===== config.mk =====
export PLATFORM = sky130hd
export DESIGN_NAME = alu_mul_sequencer
export DESIGN_NICKNAME = d
export VERILOG_FILES = /design/src/rtl/alu_mul_sequencer.sv
export SDC_FILE = /design/constraint.sdc
export NUM_CORES = 1
export LEC_CHECK = 0
export ABC_AREA = 1
export CAP_MARGIN = 20
export CORE_MARGIN = 2
export CORE_UTILIZATION = 47
export DETAILED_ROUTE_END_ITERATION = 8
export DONT_BUFFER_PORTS = 1
export HOLD_SLACK_MARGIN = 0.06
export PLACE_DENSITY_LB_ADDON = 0.12
export SLEW_MARGIN = 25
export SYNTH_ARGS = -nofsm -noshare
export SYNTH_HDL_FRONTEND = slang
export SYNTH_SLANG_ARGS = --single-unit

===== constraint.sdc =====
create_clock -name clk -period 2.5 [get_ports clk]
set_input_delay 0.5 -clock clk [delete_from_list [all_inputs] [get_ports clk]]
set_output_delay 0.5 -clock clk [all_outputs]
set_load 0.005 [all_outputs]

===== src/rtl/alu_mul_sequencer.sv =====
// Shift-add MUL sequencer for the LEGv8 execute stage; borrows the shared ALU
// for every partial-product addition while it stalls the datapath.
module alu_mul_sequencer #(
   parameter int WIDTH = 64,
   parameter int CNT_W = 7
) (
   input  logic             clk,
   input  logic             reset_n,
   input  logic             start,
   input  logic             flush,
   input  logic [WIDTH-1:0] multiplicand,
   input  logic [WIDTH-1:0] multiplier,
   input  logic [WIDTH-1:0] alu_result,
   output logic [WIDTH-1:0] alu_a,
   output logic [WIDTH-1:0] alu_b,
   output logic [3:0]       alu_control,
   output logic             alu_active,
   output logic             busy,
   output logic             done,
   output logic [WIDTH-1:0] product,
   output logic [CNT_W-1:0] steps
);

   localparam logic [3:0] ALU_AND = 4'b0000;
   localparam logic [3:0] ALU_ADD = 4'b0010;

   typedef enum logic [1:0] {
      IDLE = 2'b00,
      RUN  = 2'b01,
      DONE = 2'b10
   } state_t;

   state_t           state_r;
   logic [WIDTH-1:0] acc_r;
   logic [WIDTH-1:0] mcand_r;
   logic [WIDTH-1:0] mplier_r;
   logic [CNT_W-1:0] count_r;
   logic             busy_r;
   logic             done_r;
   logic [WIDTH-1:0] product_r;
   logic [CNT_W-1:0] steps_r;

   // Sequencer FSM: operand latch, shift-add stepping, result capture
   always_ff @(posedge clk or negedge reset_n) begin
      if (!reset_n) begin
         state_r   <= IDLE;
         acc_r     <= '0;
         mcand_r   <= '0;
         mplier_r  <= '0;
         count_r   <= '0;
         busy_r    <= 1'b0;
         done_r    <= 1'b0;
         product_r <= '0;
         steps_r   <= '0;
      end else if (flush) begin
         state_r <= IDLE;
         acc_r   <= '0;
         count_r <= '0;
         busy_r  <= 1'b0;
         done_r  <= 1'b0;
      end else begin
         case (state_r)
            IDLE, DONE: begin
               if (start) begin
                  mcand_r  <= multiplicand;
                  mplier_r <= multiplier;
                  acc_r    <= '0;
                  count_r  <= '0;
                  state_r  <= RUN;
                  busy_r   <= 1'b1;
                  done_r   <= 1'b0;
               end else begin
                  state_r <= IDLE;
                  busy_r  <= 1'b0;
                  done_r  <= 1'b0;
               end
            end
            RUN: begin
               // An empty multiplier means all remaining partial products are zero
               if (mplier_r != '0) begin
                  acc_r    <= alu_result;
                  mcand_r  <= {mcand_r[WIDTH-2:0], 1'b0};
                  mplier_r <= {1'b0, mplier_r[WIDTH-1:1]};
                  count_r  <= count_r + {{(CNT_W-1){1'b0}}, 1'b1};
               end else begin
                  product_r <= acc_r;
                  steps_r   <= count_r;
                  state_r   <= DONE;
                  busy_r    <= 1'b0;
                  done_r    <= 1'b1;
               end
            end
            default: begin
               state_r <= IDLE;
               busy_r  <= 1'b0;
               done_r  <= 1'b0;
            end
         endcase
      end
   end

   // ALU operand drive: add the current partial product while running, idle AND otherwise
   always_comb begin
      alu_a       = '0;
      alu_b       = '0;
      alu_control = ALU_AND;
      if (state_r == RUN) begin
         alu_a       = acc_r;
         alu_b       = mplier_r[0] ? mcand_r : '0;
         alu_control = ALU_ADD;
      end else begin
         alu_a       = '0;
         alu_b       = '0;
         alu_control = ALU_AND;
      end
   end

   assign busy       = busy_r;
   assign alu_active = busy_r;
   assign done       = done_r;
   assign product    = product_r;
   assign steps      = steps_r;

endmodule

# Word level (Yosys, flattened, before mapping)
# Cells that the tools add are included.
dict set report totals {
  ff_bits 274
  output_inout_bits 206
  word_cells 56
}
dict set report classes {
  addsub 1
  n_eq_ne 7
  n_mux 29
  bitwise 2
  n_reduce_logical 8
}
# cell n
set op_table {}
lappend op_table {{two-way mux 64 bit} 10}
lappend op_table {{case mux 64 bit (2 select lines)} 3}
lappend op_table {{nonzero test 64 bit} 1}
lappend op_table {{two-way mux 7 bit} 3}
lappend op_table {{case mux 7 bit (2 select lines)} 1}
lappend op_table {{!= test 3 bit (second input constant)} 3}
lappend op_table {{adder 7 x 1 -> 7 bit (second input constant)} 1}
lappend op_table {{two-way mux 1 bit} 7}
lappend op_table {{two-way mux 2 bit} 3}
lappend op_table {{AND reduction 3 bit} 2}
lappend op_table {{!= test 2 bit (second input constant)} 2}
lappend op_table {{case mux 2 bit (2 select lines)} 1}
lappend op_table {{AND reduction 4 bit} 1}
lappend op_table {{nonzero test 3 bit} 1}
lappend op_table {{== test 2 x 1 -> 1 bit (second input constant)} 1}
lappend op_table {{== test 2 bit (second input constant)} 1}
lappend op_table {{logical NOT 2 bit} 1}
lappend op_table {{NOT 1 bit} 2}
lappend op_table {{case mux 1 bit (2 select lines)} 1}
lappend op_table {{nonzero test 2 bit} 1}
lappend op_table {{OR reduction 2 bit} 1}

# Longest topological paths before layout
# Gate-level depths: netlist of the first run.
dict set report logic_depth {
  word_depth 4
  ltp_mapped 12
  ltp_nobuf 10
}

# Worst setup path before layout of the first run
# No wires, ideal clock.
dict set report synth_timing {
  kind {flip-flop to output port}
  start {register state_r[0]}
  end {output alu_a[0]}
  t_arrival_ns 1.446
  path_slack_ns 0.554
  stages_incl_launch_ff 8
  path_buffers 4
  path_cell_list {dfrtp_1 > inv_2 > or2_1 > buf_2 > clkbuf_1 > clkbuf_1 > buf_2 > nor2_1}
}
dict set report synth_via {
  elab_chain_cells 2
}
# element line
set synth_rtl {}
lappend synth_rtl {{start: declaration} 33} ;# state_t state_r;
lappend synth_rtl {{start signal: assignment} 46} ;# state_r <= IDLE;
lappend synth_rtl {{start signal: assignment} 56} ;# state_r <= IDLE;
lappend synth_rtl {{start signal: assignment} 69} ;# state_r <= RUN;
lappend synth_rtl {{== test 2 x 1 -> 1 bit} 107} ;# if (state_r == RUN) begin
lappend synth_rtl {{two-way mux 64 bit} 107}
lappend synth_rtl {{end: declaration} 14} ;# output logic [WIDTH-1:0] alu_a,
# Every way passes these cells.

# Worst setup path in the final report of the first run
dict set report layout_timing {
  start {register state_r[1]}
  end {output alu_a[9]}
}
# The elaborated chain is that of the path after synthesis.

==> metrics.yaml, run 1 <==
timing:
  hold_ws_ns: -0.347
  max_slew.worst_pin.slew_ns: 0.806
  finalClockSkew_ns: 0.0220
  finalHoldViolations: 273
  slew_viol_final: 0
  timing.final.crit_share_pct: 97.3
  setup-tns-final_ns: 0
  timing.slew.headroom_pct: 46.2
  rsz_0062_raised_after_global_routing: "no"
  final_worst_setup_slack_ns: 0.0676
  fmax_ghz: 0.411
  fin_crit_ns: 2.43
  setup_violations: 0
critical_path:
  critical_path.reg2reg.startpoint: "mplier_r[1]$_DFFE_PN0P_"
  timing.reg2reg.setup_slack_ns: 0.37
  timing_worst_setup_path_type: "reg2out"
  cp_arrival_ns: 1.93
  critical_path.endpoint_type: "output pin"
  worst_path_max_delay_cell: "sky130_fd_sc_hd__dfrtp_1"
  worstPathCellList: "or2_4, buf_4, nor2_1"
  startpoint: "state_r[1]$_DFFE_PN0P_"
  endpoint: "alu_a[9]"
  worst_r2r_endpoint: "mcand_r[28]$_DFFE_PN0P_"
  ff2ff_path_depth: 10
  startpoint_type: "register"
  crit_required_ns: 2.00
  critPathMaxStageDelay_ns: 0.42
  timing.critical_path.fanout_max: 43
routing:
  detail_route.wl_per_cell_um: 17.0
  ant_nets: 0
  drt_pass1_iterations: 5
  drt-initial-drc-count: 1003
  postRouteWirelength_um: 37900
  vias: 11700
  post_drt_via_cell_ratio: 5.26
  drc: 0
yosys:
  syn-cell-area_um2: 13800
  syn_avg_cell_area_um2: 7.29
  postSynth.topFlopCell: "sky130_fd_sc_hd__dfrtp_1"
  synth_area_leaders: "sky130_fd_sc_hd__dfrtp_1 (49%), sky130_fd_sc_hd__nand2_1 (25%), sky130_fd_sc_hd__nand3_1 (5.7%)"
  synth-seq-area-share_pct: 49.3
  synth-warning-count: 0
  synthDominantAreaCellType: "sky130_fd_sc_hd__dfrtp_1"
  synth-edff-count: 0
  synthesized_flop_and_latch_total: 273
  synth.top_cells.by_count: "sky130_fd_sc_hd__nand2_1 (940), sky130_fd_sc_hd__dfrtp_1 (273), sky130_fd_sc_hd__nor2_1 (174)"
  synth.top_cell.area_share_pct: 49.3
  post_synth_num_cell_types: 24
  synthesis.instances: 1899
  yosys.cell_count.top_type: "sky130_fd_sc_hd__nand2_1"
  ys_async_sr_fraction_pct: 100
global_routing:
  grt_remaining_overflow: 0
  grt_pass1_vias: 10900
  grt_antenna_before_repair: 0
  grtUsageTotal_pct: 23.8
  grt_first_pass_wirelength_um: 59800
  grt_max_degree: 274
clock_tree:
  clock_pin_slew_of_the_registers_on_the_worst_case_setup_and_hold_paths_ns: 0.06
  cts.htree.levels: 1
  cts_tree: "yes"
  cts_root_buffer: "sky130_fd_sc_hd__clkbuf_16"
  insertion_delay_ns: 0.56
  cts_buffers: 30
  tritoncts_num_sinks: 273
  clock_path_buffers: 3
floorplanning:
  core-area_um2: 28900
  std_cell_rows: 62
  num_io_pins: 402
  die_w_um: 176
  floorplan.die_area_um2: 30800
  chipHeight_um: 176
  effective_utilization_at_floorplan_pct: 48.0
placed_design:
  dpl_worst_slack_ns: 0.417
  post-dp-hpwl_um: 24400
  routabilityCongestion: 0.829
  io_buffers: 0
finish:
  num-nets-final: 2023
  layout-drive-gt1-share_pct: 7.20
  num-fill-cells: 2885
  diodes: 0
  areaGrowthSynthToFinish_pct: 8.13
hold_path:
  hold_path.class: "in2async"
power:
  power.density_nw_per_um2: 800
  vdd_drop_max_mv: 0.483
  leakage_nw: 7.78
  fin_total_pwr_mw: 12.0
status:
  status: "finished with violations"
  failed_checks: "negative hold slack"
job:
  drv.max_cap_violation_count: 0
[layout by cell type, fill, tap and decap left out, drive strengths merged]
cell	netlist	layout
ha	1	1
buf	84	25
o21ai	71	71
nor4	3	3
a21oi	1	1
nand2	943	943
nand4	49	49
conb	1	3
inv	80	80
bufinv	0	1
clkbuf	55	50
clkinv	0	2
nand3	160	160
or2	1	1
dfrtp	273	273
dlygate4sd3	0	7
nor2	177	177
[repair_timing]
action / 4_1_cts / 5_1_grt
hold endpoints to repair: 278 / 275
setup buffers: 0 / 0
hold buffers: 5 / 2
setup endpoints to repair: 0 / 1
gates resized for setup: 0 / 1
[cell families after synthesis]
group	Yosys count	share of synthesized area [%]
and+or+nand+nor	1333	38.8
DFF	273	49.3
buffers and inverters	219	7.80
AOI/OAI and AO/OA	72	3.96
adders and majority gates	1	0.0904
other	1	0.0271
[flip-flops by register name (all words and copies together), names as in the netlist]
register / count
acc_r: 64
mcand_r: 64
mplier_r: 64
product: 64
count_r: 7
steps: 7
state_r: 2
alu_active: 1
[final cells by class]
class	instances	area, um2	share of cell area [%]
clock buffers	50	946	6.32
repair buffers	32	387	2.58
clock inverters	3	51.3	0.343
well taps	384	480	3.21
multi-input cells	1409	5970	39.9
inverters	80	305	2.04
flip-flops and latches	273	6830	45.6
[layer usage]
metal | global-route usage (%) | vias up | routed length (um) | part of all wire [%]
li1 | - | 5738 | - | -
met1 | 32.7 | 5527 | 16200 | 43
met2 | 37.7 | 402 | 17600 | 46
met3 | 5.91 | 70 | 3080 | 8.1
met4 | 6.85 | 0 | 1060 | 2.8
met5 | 0 | - | 0 | 0
[power breakdown]
part	total (mW)	leakage [nW]	switching, mW	internal, mW
clock	4.45	0.490	1.80	2.65
sequential	5.52	3.61	0.486	5.03
combinational	2.00	3.68	1.30	0.698
[per-stage QoR]
step | std cells | utilization [%] | hold WS, ns | instance area (um2)
floorplan | 1901 | - | 0.204 | 13900
global placement | 2171 | 48.2 | 0.212 | 13900
detailed placement | 2171 | 48.2 | 0.211 | 13900
CTS | 2229 | 51.8 | -0.377 | 14900
global route | 2231 | 51.9 | -0.389 | 15000
finish | 2231 | 51.9 | -0.347 | 15000
[worst max-delay path, delay by kind of cell, from the launching register on]
kind	cells	cell delay, ns
DFF	1	0.42
and+or+nand+nor	2	0.63
buffers and inverters	1	0.30
[how the worst min path moves through the flow]
stage | from | end | slack, ns | depth (start not counted)
after floorplan | reset_n | acc_r[0]$_DFFE_PN0P_ | 0.20 | 0
after global routing | reset_n | mplier_r[40]$_DFFE_PN0P_ | -0.39 | 0
after detailed placement | reset_n | mplier_r[30]$_DFFE_PN0P_ | 0.21 | 0
after CTS | reset_n | mcand_r[62]$_DFFE_PN0P_ | -0.38 | 0
after global placement | reset_n | mplier_r[30]$_DFFE_PN0P_ | 0.21 | 0
final | reset_n | mplier_r[30]$_DFFE_PN0P_ | -0.35 | 0
Power figures use the tool's default switching activity.
==> run 2, diff against run 1 <==
--- a/config.mk
+++ b/config.mk
@@ -12,7 +12,7 @@
 export DETAILED_ROUTE_END_ITERATION = 8
 export DONT_BUFFER_PORTS = 1
 export HOLD_SLACK_MARGIN = 0.06
-export PLACE_DENSITY_LB_ADDON = 0.12
+export PLACE_DENSITY = 0.73
 export SLEW_MARGIN = 25
 export SYNTH_ARGS = -nofsm -noshare
 export SYNTH_HDL_FRONTEND = slang
==> metrics.yaml, run 2 (same netlist as run 1, synthesis figures left out) <==
clock_tree:
  postCtsSetupRepairBufs: 0  # unchanged
  cts.htree.levels: 1  # unchanged
  insertion_delay_ns: 0.56  # about the same
  cts_buffers: 29  # was 30
  cts_root_buffer: "sky130_fd_sc_hd__clkbuf_16"  # unchanged
  cts_tree: "yes"  # unchanged
  tritoncts_num_sinks: 273  # unchanged
  clock_pin_slew_of_the_registers_on_the_worst_case_setup_and_hold_paths_ns: 0.06  # about the same
  clock_path_buffers: 3  # unchanged
job:
  drv.max_cap_violation_count: 0  # unchanged
timing:
  finalHoldViolations: 273  # unchanged
  slew_viol_final: 0  # unchanged
  setup_violations: 0  # unchanged
  timing.slew.headroom_pct: 29.4  # was 46.2%
  fmax_ghz: 0.409  # was 0.411 GHz
  final_worst_setup_slack_ns: 0.0571  # was 0.0676 ns
  timing.final.crit_share_pct: 97.7  # was 97.3%
  finalClockSkew_ns: 0.0241  # was 0.0220 ns
  rsz_0062_raised_after_global_routing: "no"  # unchanged
  hold_ws_ns: -0.366  # was -0.347 ns
  max_slew.worst_pin.slew_ns: 1.06  # was 0.806 ns
  fin_crit_ns: 2.44  # was 2.43 ns
  setup-tns-final_ns: 0  # unchanged
critical_path:
  worst_r2r_endpoint: "acc_r[26]$_DFFE_PN0P_"  # was mcand_r[28]$_DFFE_PN0P_
  crit_required_ns: 2.00  # about the same
  worst_path_max_delay_cell: "sky130_fd_sc_hd__dfrtp_1"  # unchanged
  critical_path.endpoint_type: "output pin"  # unchanged
  timing.reg2reg.setup_slack_ns: 0.42  # was 0.37 ns
  critPathMaxStageDelay_ns: 0.42  # about the same
  timing.critical_path.fanout_max: 40  # was 43
  cp_arrival_ns: 1.94  # was 1.93 ns
  critical_path.reg2reg.startpoint: "state_r[0]$_DFFE_PN0P_"  # was mplier_r[1]$_DFFE_PN0P_
  worstPathCellList: "or2_4, buf_4, nor2_1"  # unchanged
  timing_worst_setup_path_type: "reg2out"  # unchanged
  ff2ff_path_depth: 8  # was 10
  startpoint_type: "register"  # unchanged
routing:
  detail_route.wl_per_cell_um: 16.5  # was 17.0 um
  drt-initial-drc-count: 791  # was 1,003
  ant_nets: 0  # unchanged
  vias: 11800  # was 11,700
  postRouteWirelength_um: 36600  # was 37,900 um
  post_drt_via_cell_ratio: 5.30  # was 5.26
  drc: 0  # unchanged
  drt_pass1_iterations: 6  # was 5
placed_design:
  post-dp-hpwl_um: 23800  # was 24,400 um
  io_buffers: 0  # unchanged
  routabilityCongestion: 0.834  # was 0.829
  dpl_worst_slack_ns: 0.458  # was 0.417 ns
finish:
  diodes: 0  # unchanged
  num-nets-final: 2012  # was 2,023
  layout-drive-gt1-share_pct: 7.40  # was 7.20%
  layout_commonest_cell: "sky130_fd_sc_hd__nand2_1"  # unchanged
  num-fill-cells: 2799  # was 2,885
  areaGrowthSynthToFinish_pct: 8.42  # was 8.13%
  layout_common_cells: "sky130_fd_sc_hd__nand2_1 (939), sky130_fd_sc_hd__dfrtp_1 (272), sky130_fd_sc_hd__nor2_1 (174)"  # unchanged
global_routing:
  top_usage_layer: "met2"  # unchanged
  grtUsageTotal_pct: 22.8  # was 23.8%
  grt_remaining_overflow: 0  # unchanged
  grtUsageMet1_pct: 28.6  # was 32.7%
  grt.met2_usage_pct: 38.5  # was 37.7%
  grt_pass1_vias: 11200  # was 10,900
  grt_first_pass_wirelength_um: 57700  # was 59,800 um
  grt_antenna_before_repair: 0  # unchanged
  grt.met3_usage_pct: 5.61  # was 5.91%
  grt_max_degree: 274  # unchanged
power:
  vdd_drop_max_mv: 0.515  # was 0.483 mV
  leakage_nw: 7.80  # was 7.78 nW
  fin_total_pwr_mw: 12.6  # was 12.0 mW
  power.density_nw_per_um2: 840  # was 800 nW/um2
floorplanning:
  chipHeight_um: 176  # unchanged
  floorplan.die_area_um2: 30800  # unchanged
  die_w_um: 176  # unchanged
  std_cell_rows: 62  # unchanged
  effective_utilization_at_floorplan_pct: 48.0  # unchanged
  core-area_um2: 28900  # unchanged
  num_io_pins: 402  # unchanged
status:
  status: "finished with violations"  # unchanged
  failed_checks: "negative hold slack"  # unchanged
hold_path:
  hold_path.class: "in2async"  # unchanged
-- run 2: cell count changes in the layout (fill, tap and decap cells not counted), moves of 2 or more --
cell / before / now
sky130_fd_sc_hd__clkbuf_8: 12 / 4
sky130_fd_sc_hd__clkinv_2: 1 / 5
sky130_fd_sc_hd__dlygate4sd3_1: 7 / 0
sky130_fd_sc_hd__clkbuf_1: 8 / 3
sky130_fd_sc_hd__buf_4: 14 / 12
sky130_fd_sc_hd__bufinv_16: 1 / 10
-- run 2: how the worst max path moves through the flow --
stage,startpoint,cells after the start,end
final,state_r[1]$_DFFE_PN0P_,3,alu_a[31]
after CTS,state_r[1]$_DFFE_PN0P_,3,alu_a[31]
after global placement,mplier_r[63]$_DFFE_PN0P_,10,mplier_r[26]$_DFFE_PN0P_
after global routing,state_r[1]$_DFFE_PN0P_,3,alu_a[31]
after detailed placement,state_r[0]$_DFFE_PN0P_,8,acc_r[38]$_DFFE_PN0P_
after floorplan,state_r[0]$_DFFE_PN0P_,7,alu_a[0]
-- run 2: what timing repair did --
item	4_1_cts	5_1_grt
setup endpoints to repair	0	2
gates resized for setup	0	1
endpoints found under the hold margin	273	273
-- run 2: layout make-up --
class                   count  area (um2)  area share [%]
flip-flops and latches    273        6830            45.5
multi-input cells        1409        5970            39.8
clock buffers              36         792            5.28
well taps                 384         480            3.20
clock inverters            18         350            2.33
inverters                  80         305            2.03
repair buffers             22         282            1.88
-- run 2: stage by stage --
| stage | area (um2) | cells | utilization (%) |
|---|---|---|---|
| 3_5_place_dp | 13900 | 2168 | 48.0 |
| 2_1_floorplan | 13900 | 1901 | - |
| 3_3_place_gp | 13900 | 2168 | 48.0 |
| 5_1_grt | 15000 | 2222 | 52.0 |
| 4_1_cts | 15000 | 2222 | 52.0 |
| 6_report | 15000 | 2222 | 52.0 |
-- run 2: layer usage --
layer | routed length, um | up-vias | part of all wire [%]
li1 | - | 5708 | -
met1 | 14600 | 5547 | 40
met2 | 17500 | 451 | 48
met3 | 3350 | 75 | 9.1
met4 | 1210 | 0 | 3.3
met5 | 0 | - | 0
-- run 2: where the power goes --
group	switching (mW)	internal, mW	leakage [nW]
combinational	1.30	0.678	3.63
clock	1.84	3.28	0.559
sequential	0.485	5.03	3.61
-- run 2: critical path, delay by kind of cell (launching register included) --
kind	cells	cell delay, ns
AND/OR/NAND/NOR	2	0.67
flip-flops	1	0.42
buffers and inverters	1	0.28
